`src/rtl/uart_pkg.sv`:
```
// uart_pkg: constants and types shared by the UART receive buffer files.
//   UART_DATA_WIDTH    default character width
//   UART_ENTRY_W       FIFO entry width ({err, data})
//   UART_ERR_BIT       position of the error flag inside an entry
//   UART_TIMEOUT_TICKS default character-timeout length in 16x baud ticks
package uart_pkg;

  localparam int UART_DATA_WIDTH    = 8;
  localparam int UART_ENTRY_W       = UART_DATA_WIDTH + 1;
  localparam int UART_ERR_BIT       = UART_DATA_WIDTH;
  localparam int UART_TIMEOUT_TICKS = 640;  // 4 chars x 10 bits x 16

  // Entry layout for an arbitrary character width: error flag sits above data.
  function automatic int entry_width(input int dw);
    return dw + 1;
  endfunction

  function automatic int err_bit(input int dw);
    return dw;
  endfunction

  typedef enum logic [0:0] {
    TO_IDLE  = 1'b0,
    TO_COUNT = 1'b1
  } to_state_e;

endpackage

```
`src/rtl/uart_fifo_ram.sv`:
```
// uart_fifo_ram: DEPTH x WIDTH register array, synchronous write, async read.
//   clk    system clock
//   we     write enable; writes wdata at waddr on the rising edge
//   waddr  write address
//   wdata  write data
//   raddr  read address
//   rdata  combinational read data at raddr
module uart_fifo_ram
  import uart_pkg::*;
#(
  parameter int DEPTH = 16,
  parameter int WIDTH = UART_ENTRY_W
) (
  input  logic                     clk,
  input  logic                     we,
  input  logic [$clog2(DEPTH)-1:0] waddr,
  input  logic [WIDTH-1:0]         wdata,
  input  logic [$clog2(DEPTH)-1:0] raddr,
  output logic [WIDTH-1:0]         rdata
);

  logic [DEPTH-1:0][WIDTH-1:0] mem;

  // Contents need no reset: nothing is read before it has been written.
  always_ff @(posedge clk) begin
    if (we) mem[waddr] <= wdata;
  end

  assign rdata = mem[raddr];

endmodule

```
`src/rtl/uart_rx_fifo.sv`:
```
// uart_rx_fifo: receive buffer behind the UART receiver. Captures each
// completed character on rx_ready into a first-word-fall-through FIFO that
// the register block drains with rd_en; provides level/threshold/overrun and
// an optional character timeout.
// Build macro: UART_RX_TIMEOUT_EN enables the character-timeout counter;
// without it rx_timeout is 0 and baud_en_16x is ignored.
//   clk, rst_n           clock, async active-low reset
//   rx_data/rx_error     character and framing/parity flag, valid on rx_ready
//   rx_ready             one-cycle push strobe
//   baud_en_16x          16x baud tick (timeout only)
//   rd_en                pop strobe; ignored while empty
//   flush                synchronous clear, beats push and pop
//   clr_overrun          clears the sticky overrun flag
//   rd_data/rd_err       head entry, forced to 0 while empty
//   empty/full/level     occupancy
//   overrun              sticky: a character was lost to a full FIFO
//   rx_thresh            level >= THRESHOLD
//   rx_timeout           character timeout
module uart_rx_fifo
  import uart_pkg::*;
#(
  parameter int DATA_WIDTH    = UART_DATA_WIDTH,
  parameter int DEPTH         = 16,
  parameter int THRESHOLD     = 8,
  parameter bit DROP_ERR      = 1'b0,
  parameter int TIMEOUT_TICKS = UART_TIMEOUT_TICKS
) (
  input  logic                       clk,
  input  logic                       rst_n,
  input  logic [DATA_WIDTH-1:0]      rx_data,
  input  logic                       rx_ready,
  input  logic                       rx_error,
  input  logic                       baud_en_16x,
  input  logic                       rd_en,
  input  logic                       flush,
  input  logic                       clr_overrun,
  output logic [DATA_WIDTH-1:0]      rd_data,
  output logic                       rd_err,
  output logic                       empty,
  output logic                       full,
  output logic [$clog2(DEPTH):0]     level,
  output logic                       overrun,
  output logic                       rx_thresh,
  output logic                       rx_timeout
);

  localparam int AW = $clog2(DEPTH);
  localparam int LW = AW + 1;
  localparam int EW = entry_width(DATA_WIDTH);
  localparam int EB = err_bit(DATA_WIDTH);

  logic [AW-1:0] wr_ptr, rd_ptr;
  logic [EW-1:0] head;
  logic          push_req, pop, rd_fire, wr_en, ovr_evt;

  assign push_req = rx_ready && !(DROP_ERR && rx_error);
  assign pop      = rd_en && !empty;
  assign rd_fire  = pop && !flush;
  // A full FIFO still accepts a push when the same cycle frees a slot.
  assign wr_en    = push_req && !flush && (!full || pop);
  assign ovr_evt  = push_req && !flush && full && !pop;

  uart_fifo_ram #(.DEPTH(DEPTH), .WIDTH(EW)) u_ram (
    .clk   (clk),
    .we    (wr_en),
    .waddr (wr_ptr),
    .wdata ({rx_error, rx_data}),
    .raddr (rd_ptr),
    .rdata (head)
  );

  always_ff @(posedge clk or negedge rst_n) begin
    if (!rst_n) begin
      wr_ptr <= '0;
      rd_ptr <= '0;
      level  <= '0;
    end else if (flush) begin
      wr_ptr <= '0;
      rd_ptr <= '0;
      level  <= '0;
    end else begin
      if (wr_en)   wr_ptr <= wr_ptr + AW'(1);
      if (rd_fire) rd_ptr <= rd_ptr + AW'(1);
      case ({wr_en, rd_fire})
        2'b10:   level <= level + LW'(1);
        2'b01:   level <= level - LW'(1);
        default: level <= level;
      endcase
    end
  end

  // Set wins over clear so a loss in the clearing cycle is still reported.
  always_ff @(posedge clk or negedge rst_n) begin
    if (!rst_n)           overrun <= 1'b0;
    else if (ovr_evt)     overrun <= 1'b1;
    else if (clr_overrun) overrun <= 1'b0;
  end

  assign empty     = (level == '0);
  assign full      = (level == LW'(DEPTH));
  assign rx_thresh = (level >= LW'(THRESHOLD));
  assign rd_data   = empty ? '0 : head[DATA_WIDTH-1:0];
  assign rd_err    = !empty && head[EB];

`ifdef UART_RX_TIMEOUT_EN
  localparam int CW = $clog2(TIMEOUT_TICKS + 1);

  to_state_e     to_state;
  logic [CW-1:0] to_cnt;
  logic          to_flag;

  // Counts 16x ticks of FIFO inactivity while data is waiting; saturates.
  always_ff @(posedge clk or negedge rst_n) begin
    if (!rst_n) begin
      to_state <= TO_IDLE;
      to_cnt   <= '0;
      to_flag  <= 1'b0;
    end else begin
      case (to_state)
        TO_IDLE: begin
          to_cnt  <= '0;
          to_flag <= 1'b0;
          if (!empty && !flush) to_state <= TO_COUNT;
        end
        TO_COUNT: begin
          if (flush || empty) begin
            to_state <= TO_IDLE;
            to_cnt   <= '0;
            to_flag  <= 1'b0;
          end else if (push_req || pop) begin
            to_cnt  <= '0;
            to_flag <= 1'b0;
          end else if (baud_en_16x && to_cnt != CW'(TIMEOUT_TICKS)) begin
            to_cnt  <= to_cnt + CW'(1);
            to_flag <= (to_cnt == CW'(TIMEOUT_TICKS - 1));
          end
        end
      endcase
    end
  end

  assign rx_timeout = to_flag;
`else
  localparam int unused_timeout_ticks = TIMEOUT_TICKS;
  logic unused_baud;
  assign unused_baud = baud_en_16x;
  assign rx_timeout  = 1'b0;
`endif

endmodule

```
`config.mk`:
```
export PLATFORM = sky130hd
export DESIGN_NAME = uart_rx_fifo
export DESIGN_NICKNAME = d
export VERILOG_FILES = /design/src/rtl/uart_pkg.sv /design/src/rtl/uart_fifo_ram.sv /design/src/rtl/uart_rx_fifo.sv
export SDC_FILE = /design/constraint.sdc
export NUM_CORES = 1
export LEC_CHECK = 0
export BUFFER_PORTS_ARGS = -buffer_cell sky130_fd_sc_hd__buf_2
export CAP_MARGIN = 20
export CORE_ASPECT_RATIO = 1.75
export CORE_MARGIN = 3
export CORE_UTILIZATION = 65
export CTS_CLUSTER_DIAMETER = 30
export DETAILED_ROUTE_END_ITERATION = 10
export PLACE_DENSITY_LB_ADDON = 0.08
export REMOVE_ABC_BUFFERS = 1
export SYNTH_ARGS = -nofsm -noshare
export SYNTH_HDL_FRONTEND = slang
export SYNTH_SLANG_ARGS = --single-unit
```
`constraint.sdc`:
```
create_clock -name clk -period 6.5 [get_ports clk]
set_input_delay 0.325 -clock clk [delete_from_list [all_inputs] [get_ports clk]]
set_output_delay 0.325 -clock clk [all_outputs]
set_load 0.01 [all_outputs]
```
# After elaboration in Yosys (flattened, before gate mapping)
# Index checks and enable logic that the tools add are counted.
[totals]
output_inout_bits = 19
wordCells = 63
input_bits = 16
reg_bits = 158
[classes]
eq_ne = 3
reduce_logical = 18
n_mux = 14
add_sub_neg = 4
order_cmp = 4
[op_table]
columns = ["cell", "count"]
rows = [
  ["$bwmux 144", 1],
  ["$bmux 9 s4", 1],
  ["$demux 9 s4", 1],
  ["$mux 9", 2],
  ["$mux 4", 4],
  ["$lt 4x5->1 const B", 2],
  ["$pmux 5 s2", 1],
  ["$add 4x1->4 const B", 2],
  ["$logic_and 1x1->1", 8],
  ["$mux 8", 1],
  ["$reduce_bool 2->1", 3],
  ["$add 5x1->5 const B", 1],
  ["$eq 5x5->1 const B", 1],
  ["$ge 5x4->1 const B", 1],
  ["$logic_not 5->1", 1],
  ["$mux 5", 1],
  ["$sub 5x1->5 const B", 1],
  ["$ge 4x1->1 const B", 1],
  ["$logic_not 1->1", 4],
  ["$reduce_bool 3->1", 1],
  ["$eq 2x1->1 const B", 1],
  ["$eq 2x2->1 const B", 1],
  ["$mux 1", 2],
  ["$logic_or 1x1->1", 1],
]

# Longest topological paths before layout
[logic_depth]
depth_word = 8
depth_mapped = 9
ltp_nobuf = 8

# Modules after synthesis
# A second synthesis with hierarchy kept.
[unflattened]
cells_unflattened = 354
hier_area_um2 = 6572.6
[modules_own_cells]
columns = ["mod", "area_per_inst_um2", "cells_each", "n_inst", "seq_area_each_um2"]
rows = [
  ["uart_fifo_ram", 5626.6, 250, 1, 4324.1],
  ["uart_rx_fifo", 945.9, 104, 1, 350.3],
]

# Worst setup path before layout
# OpenSTA, ideal clock, no wires.
[synth_path]
path_type = "reg2reg"
from = "register level[1]"
to = "register level[2]"
path_stages_with_launch = 9
required_ns = 6.375
n_path_buf = 1
synth_period_minus_slack_ns = 2.576
setup_ns = 0.125
slack_ns = 3.924
t_arrival_ns = 2.451
path_cell_list = "dfrtp_1 > buf_6 > nor4_2 > a21oi_1 > xor2_1 > ha_1 > a2111o_1 > a32oi_2 > mux2_4"
[synth_between]
elab_chain_len = 8
word_cells_on_any_way = 15
classes_between = "add/sub: 2; eq/ne: 3; mux: 2; reduce/logical: 8"
[synth_rtl]
columns = ["item", "line", "rtl"]
rows = [
  ["start: declaration", "uart_rx_fifo.sv:41", "output logic [$clog2(DEPTH):0] level,"],
  ["start signal: assignment", "uart_rx_fifo.sv:85", "2'b10: level <= level + LW'(1);"],
  ["start signal: assignment", "uart_rx_fifo.sv:86", "2'b01: level <= level - LW'(1);"],
  ["start signal: assignment", "uart_rx_fifo.sv:87", "default: level <= level;"],
  ["$logic_not 5->1", "uart_rx_fifo.sv:99", "assign empty = (level == '0);"],
  ["$logic_not 1->1", "uart_rx_fifo.sv:57", "assign pop = rd_en && !empty;"],
  ["$logic_and 1x1->1", "uart_rx_fifo.sv:57", ""],
  ["$logic_or 1x1->1", "uart_rx_fifo.sv:60", "assign wr_en = push_req && !flush && (!full || pop);"],
  ["$logic_and 1x1->1", "uart_rx_fifo.sv:60", ""],
  ["$eq 2x1->1 / $eq 2x2->1 (equally long branches)", "uart_rx_fifo.sv:84", "case ({wr_en, rd_fire})"],
  ["$pmux 5 s2", "uart_rx_fifo.sv:84", ""],
  ["$mux 5", "uart_rx_fifo.sv:77", "end else if (flush) begin"],
]
# Several ways; a longest one is shown, not always the timed one.
# A chain may end at the register's enable or synchronous reset.

# Final worst setup path
[layout_path]
from = "register rd_ptr[0]"
to = "output rd_data[1]"
[layout_between]
elab_chain_len = 3
[layout_rtl]
columns = ["item", "line", "rtl"]
rows = [
  ["start: declaration", "uart_rx_fifo.sv:52", "logic [AW-1:0] wr_ptr, rd_ptr;"],
  ["start signal: assignment", "uart_rx_fifo.sv:83", "if (rd_fire) rd_ptr <= rd_ptr + AW'(1);"],
  ["$bmux 9 s4", "uart_fifo_ram.sv:29", "assign rdata = mem[raddr];"],
  ["$mux 9 (implied by the code)", "uart_fifo_ram.sv:29", ""],
  ["$mux 8", "uart_rx_fifo.sv:102", "assign rd_data = empty ? '0 : head[DATA_WIDTH-1:0];"],
  ["end: declaration", "uart_rx_fifo.sv:37", "output logic [DATA_WIDTH-1:0] rd_data,"],
]
# Every way passes these cells. The select of a mux whose other input is x is not followed.

==> impl_metrics.ini <==
[cells_and_area]
n_antenna_cell = 0
drive_above_1_share = 0.2882
n_fill_cell = 537
area_growth_pct = 13.34
final_nets = 416
multi_input_area_sq_um = 1750
regArea_sq_um = 4676

[clocking]
cts_buffer_depth = 2
cts_sinks = 158
clk_pin_slew_ns = 0.06
htree_levels = 4
clockRootBuffer = clkbuf_16
cts_resized = 0
clk_latency_ns = 0.42
numCtsBuffers = 17
cts_tree = yes

[job]
cap_violations = 0

[global_routing]
grt_pass1_wl_um = 20670
grtUsageTotal = 0.2607
antenna_found_initial = 0
grt_pass1_vias = 3559
overflow = 0
grt_max_degree = 29

[routing]
antenna_left = 0
post_drt_wl_per_cell_um = 25.63
drc = 0
drtPass1Iterations = 5
via_count = 3455
wl_um = 13530
drtIter0Drc = 279
via_per_inst = 6.544

[timing]
setup_viol = 0
clock_skew_ns = 0.009095
fin_ws_ns = 3.345
min_period_over_period = 0.4853
tightestPinTransition_ns = 1.131
post-route-min-period_ns = 3.155
maxSlewHeadroom = 0.2432
finalHoldViolations = 0
fmax_ghz = 0.3170
rsz0062_at_grt = false
fin_setup_tns_ns = 0
slew_viol_final = 0

[setup_path]
crit_type = reg -> out
required_ns = 6.17
start_kind = register
worstPathMaxFanout = 22
cp-end-kind = primary output
cp.arrival_ns = 2.83

[logic_synthesis]
synth.top_cell.area_share = 0.6597
syn_inst = 352
yosysUniqueCellTypes = 50
ys_top_cells_by_area = edfxtp_1 66%, mux4_2 12%, dfrtp_1 5.3%
yosysWarningCount = 0
syn-cell-area_sq_um = 6555
ys_seq_elements = 158
synth.most_common_cell = edfxtp_1
ys_seq_area_frac = 0.7131
avgSynthCellArea_sq_um = 18.62
synthAdderAreaFrac = 0.01336
synth_top_family_by_area = multiplexers
ys_top_cells_by_count = 144 x edfxtp_1, 36 x mux4_2, 21 x mux2i_1, 21 x nor2_1, 14 x dfrtp_1
synth-edff-count = 144
yosys.area_share.simple = 0.04600
synth_mux_area_frac = 0.1598
synth_xor_area_frac = 0.008017
synth_compound_area_frac = 0.03932
yosysTopAreaCell = edfxtp_1
async_flop_share = 0.08861
synth_flop_cell = edfxtp_1

[floorplan]
dieWidth_um = 81.91
initial_utilization = 0.6797
die-area_sq_um = 11370
die_h_um = 138.8
ios = 35
num_rows = 47
core_area_sq_um = 9644

[pwr]
ir_drop_uv = 311.5
power_per_cell_area_nw_per_um2 = 387.2
power.leakage_uw = 0.002463

[worst_hold_path]
hp-class = in -> reg

[outcome]
status = finished clean

[placed_design]
portBuffers = 32
hpwl_um = 8163
place_ws_ns = 3.699
place.gp.congestion = 0.7844
==> layer usage <==
layer,track usage,vias to the layer above,wire length [um]
met3,0.06177,25,786
met5,0,-,0
li1,-,1497,-
met2,0.4333,176,7518
met1,0.3195,1757,4835
met4,0.1156,0,393
==> critical path, cell delays in order, from the launching register on <==
cell and delay, ns:
dfrtp_2 0.76, buf_4 0.51, mux4_2 0.55, mux2i_1 0.27, o22ai_1 0.13, buf_2 0.17
==> flip-flops by register name, indices dropped and copies added (netlist names) <==
| name | count |
|---|---|
| wr_ptr | 4 |
| u_ram.mem | 144 |
| rd_ptr | 4 |
| level | 5 |
| overrun | 1 |
==> through the flow <==
stage	utilization	area [sq um]	power, uW	hold slack, ns	cells
6_report	0.7704	7430	2876	0.08720	528
2_1_floorplan	-	6447	1717	0.02941	331
3_5_place_dp	0.7065	6814	1952	0.2417	492
4_1_cts	0.7669	7396	2895	0.07746	525
5_1_grt	0.7704	7430	2986	0.09181	528
3_3_place_gp	0.7065	6814	1932	0.2398	492
==> layout make-up <==
| class | count | share of cell area |
|---|---|---|
| Clock buffer | 17 | 0.05726 |
| Tap cell | 122 | 0.02055 |
| Inverter | 6 | 0.003031 |
| Timing Repair Buffer | 43 | 0.03452 |
| Multi-Input combinational cell | 167 | 0.2356 |
| Sequential cell | 158 | 0.6293 |
| Clock inverter | 15 | 0.01970 |
==> layout by cell type, fill, tap and decap left out, types with 3 or more instances in the layout <==
| master | count |
|---|---|
| edfxtp_1 | 144 |
| mux4_2 | 36 |
| buf_2 | 32 |
| nor2_1 | 21 |
| mux2i_1 | 21 |
| clkbuf_16 | 17 |
| dfrtp_1 | 13 |
| nand2_1 | 11 |
| o22ai_1 | 9 |
| nand2b_1 | 7 |
| ha_1 | 7 |
| buf_4 | 7 |
| nand3_1 | 6 |
| inv_1 | 5 |
| clkinv_2 | 5 |
| a21oi_1 | 4 |
| nor3_1 | 4 |
| xor2_1 | 3 |
| o21ai_1 | 3 |
| xnor2_1 | 3 |
| clkinvlp_4 | 3 |
| clkinv_4 | 3 |
| buf_6 | 3 |
==> worst paths after layout <==
check | start | to | slack [ns] | cells past startpoint
worst max-delay path | rd_ptr[0]$_DFFE_PN0P_ | rd_data[1] | 3.35 | 5
worst min-delay path | clr_overrun | overrun$_DFFE_PN0P_ | 0.09 | 2
worst max register to register | level[0]$_DFFE_PN0P_ | level[2]$_DFFE_PN0P_ | 3.66 | 7
worst min register to register | overrun$_DFFE_PN0P_ | overrun$_DFFE_PN0P_ | 0.55 | 2
max in group asynchronous | rst_n | rd_ptr[0]$_DFFE_PN0P_ | 5.90 | 2
min in group asynchronous | rst_n | level[1]$_DFFE_PN0P_ | 0.33 | 2
==> power breakdown <==
group          switching [uW]  leakage [uW]  internal [uW]  total, uW
clock                     382      0.000276            562        943
combinational             373      0.000700            334        707
sequential               83.1       0.00149           1140       1230
==> repair_timing <==
| item | in CTS | in global routing |
|---|---|---|
| setup buffers | 0 | 0 |
| endpoints found under the setup margin | 0 | 0 |
| hold endpoints to repair | 14 | 0 |
| hold buffers | 1 | 0 |
==> logic make-up after synthesis <==
logic type | Yosys count
AO/OA/AOI/OAI | 34
XOR/XNOR | 6
adder cells (fa/ha/maj) | 7
buffers and inverters | 27
flip-flops | 158
multiplexers | 59
other | 1
AND/OR/NAND/NOR | 60
Note: power is estimated with default switching activity, not from simulation.
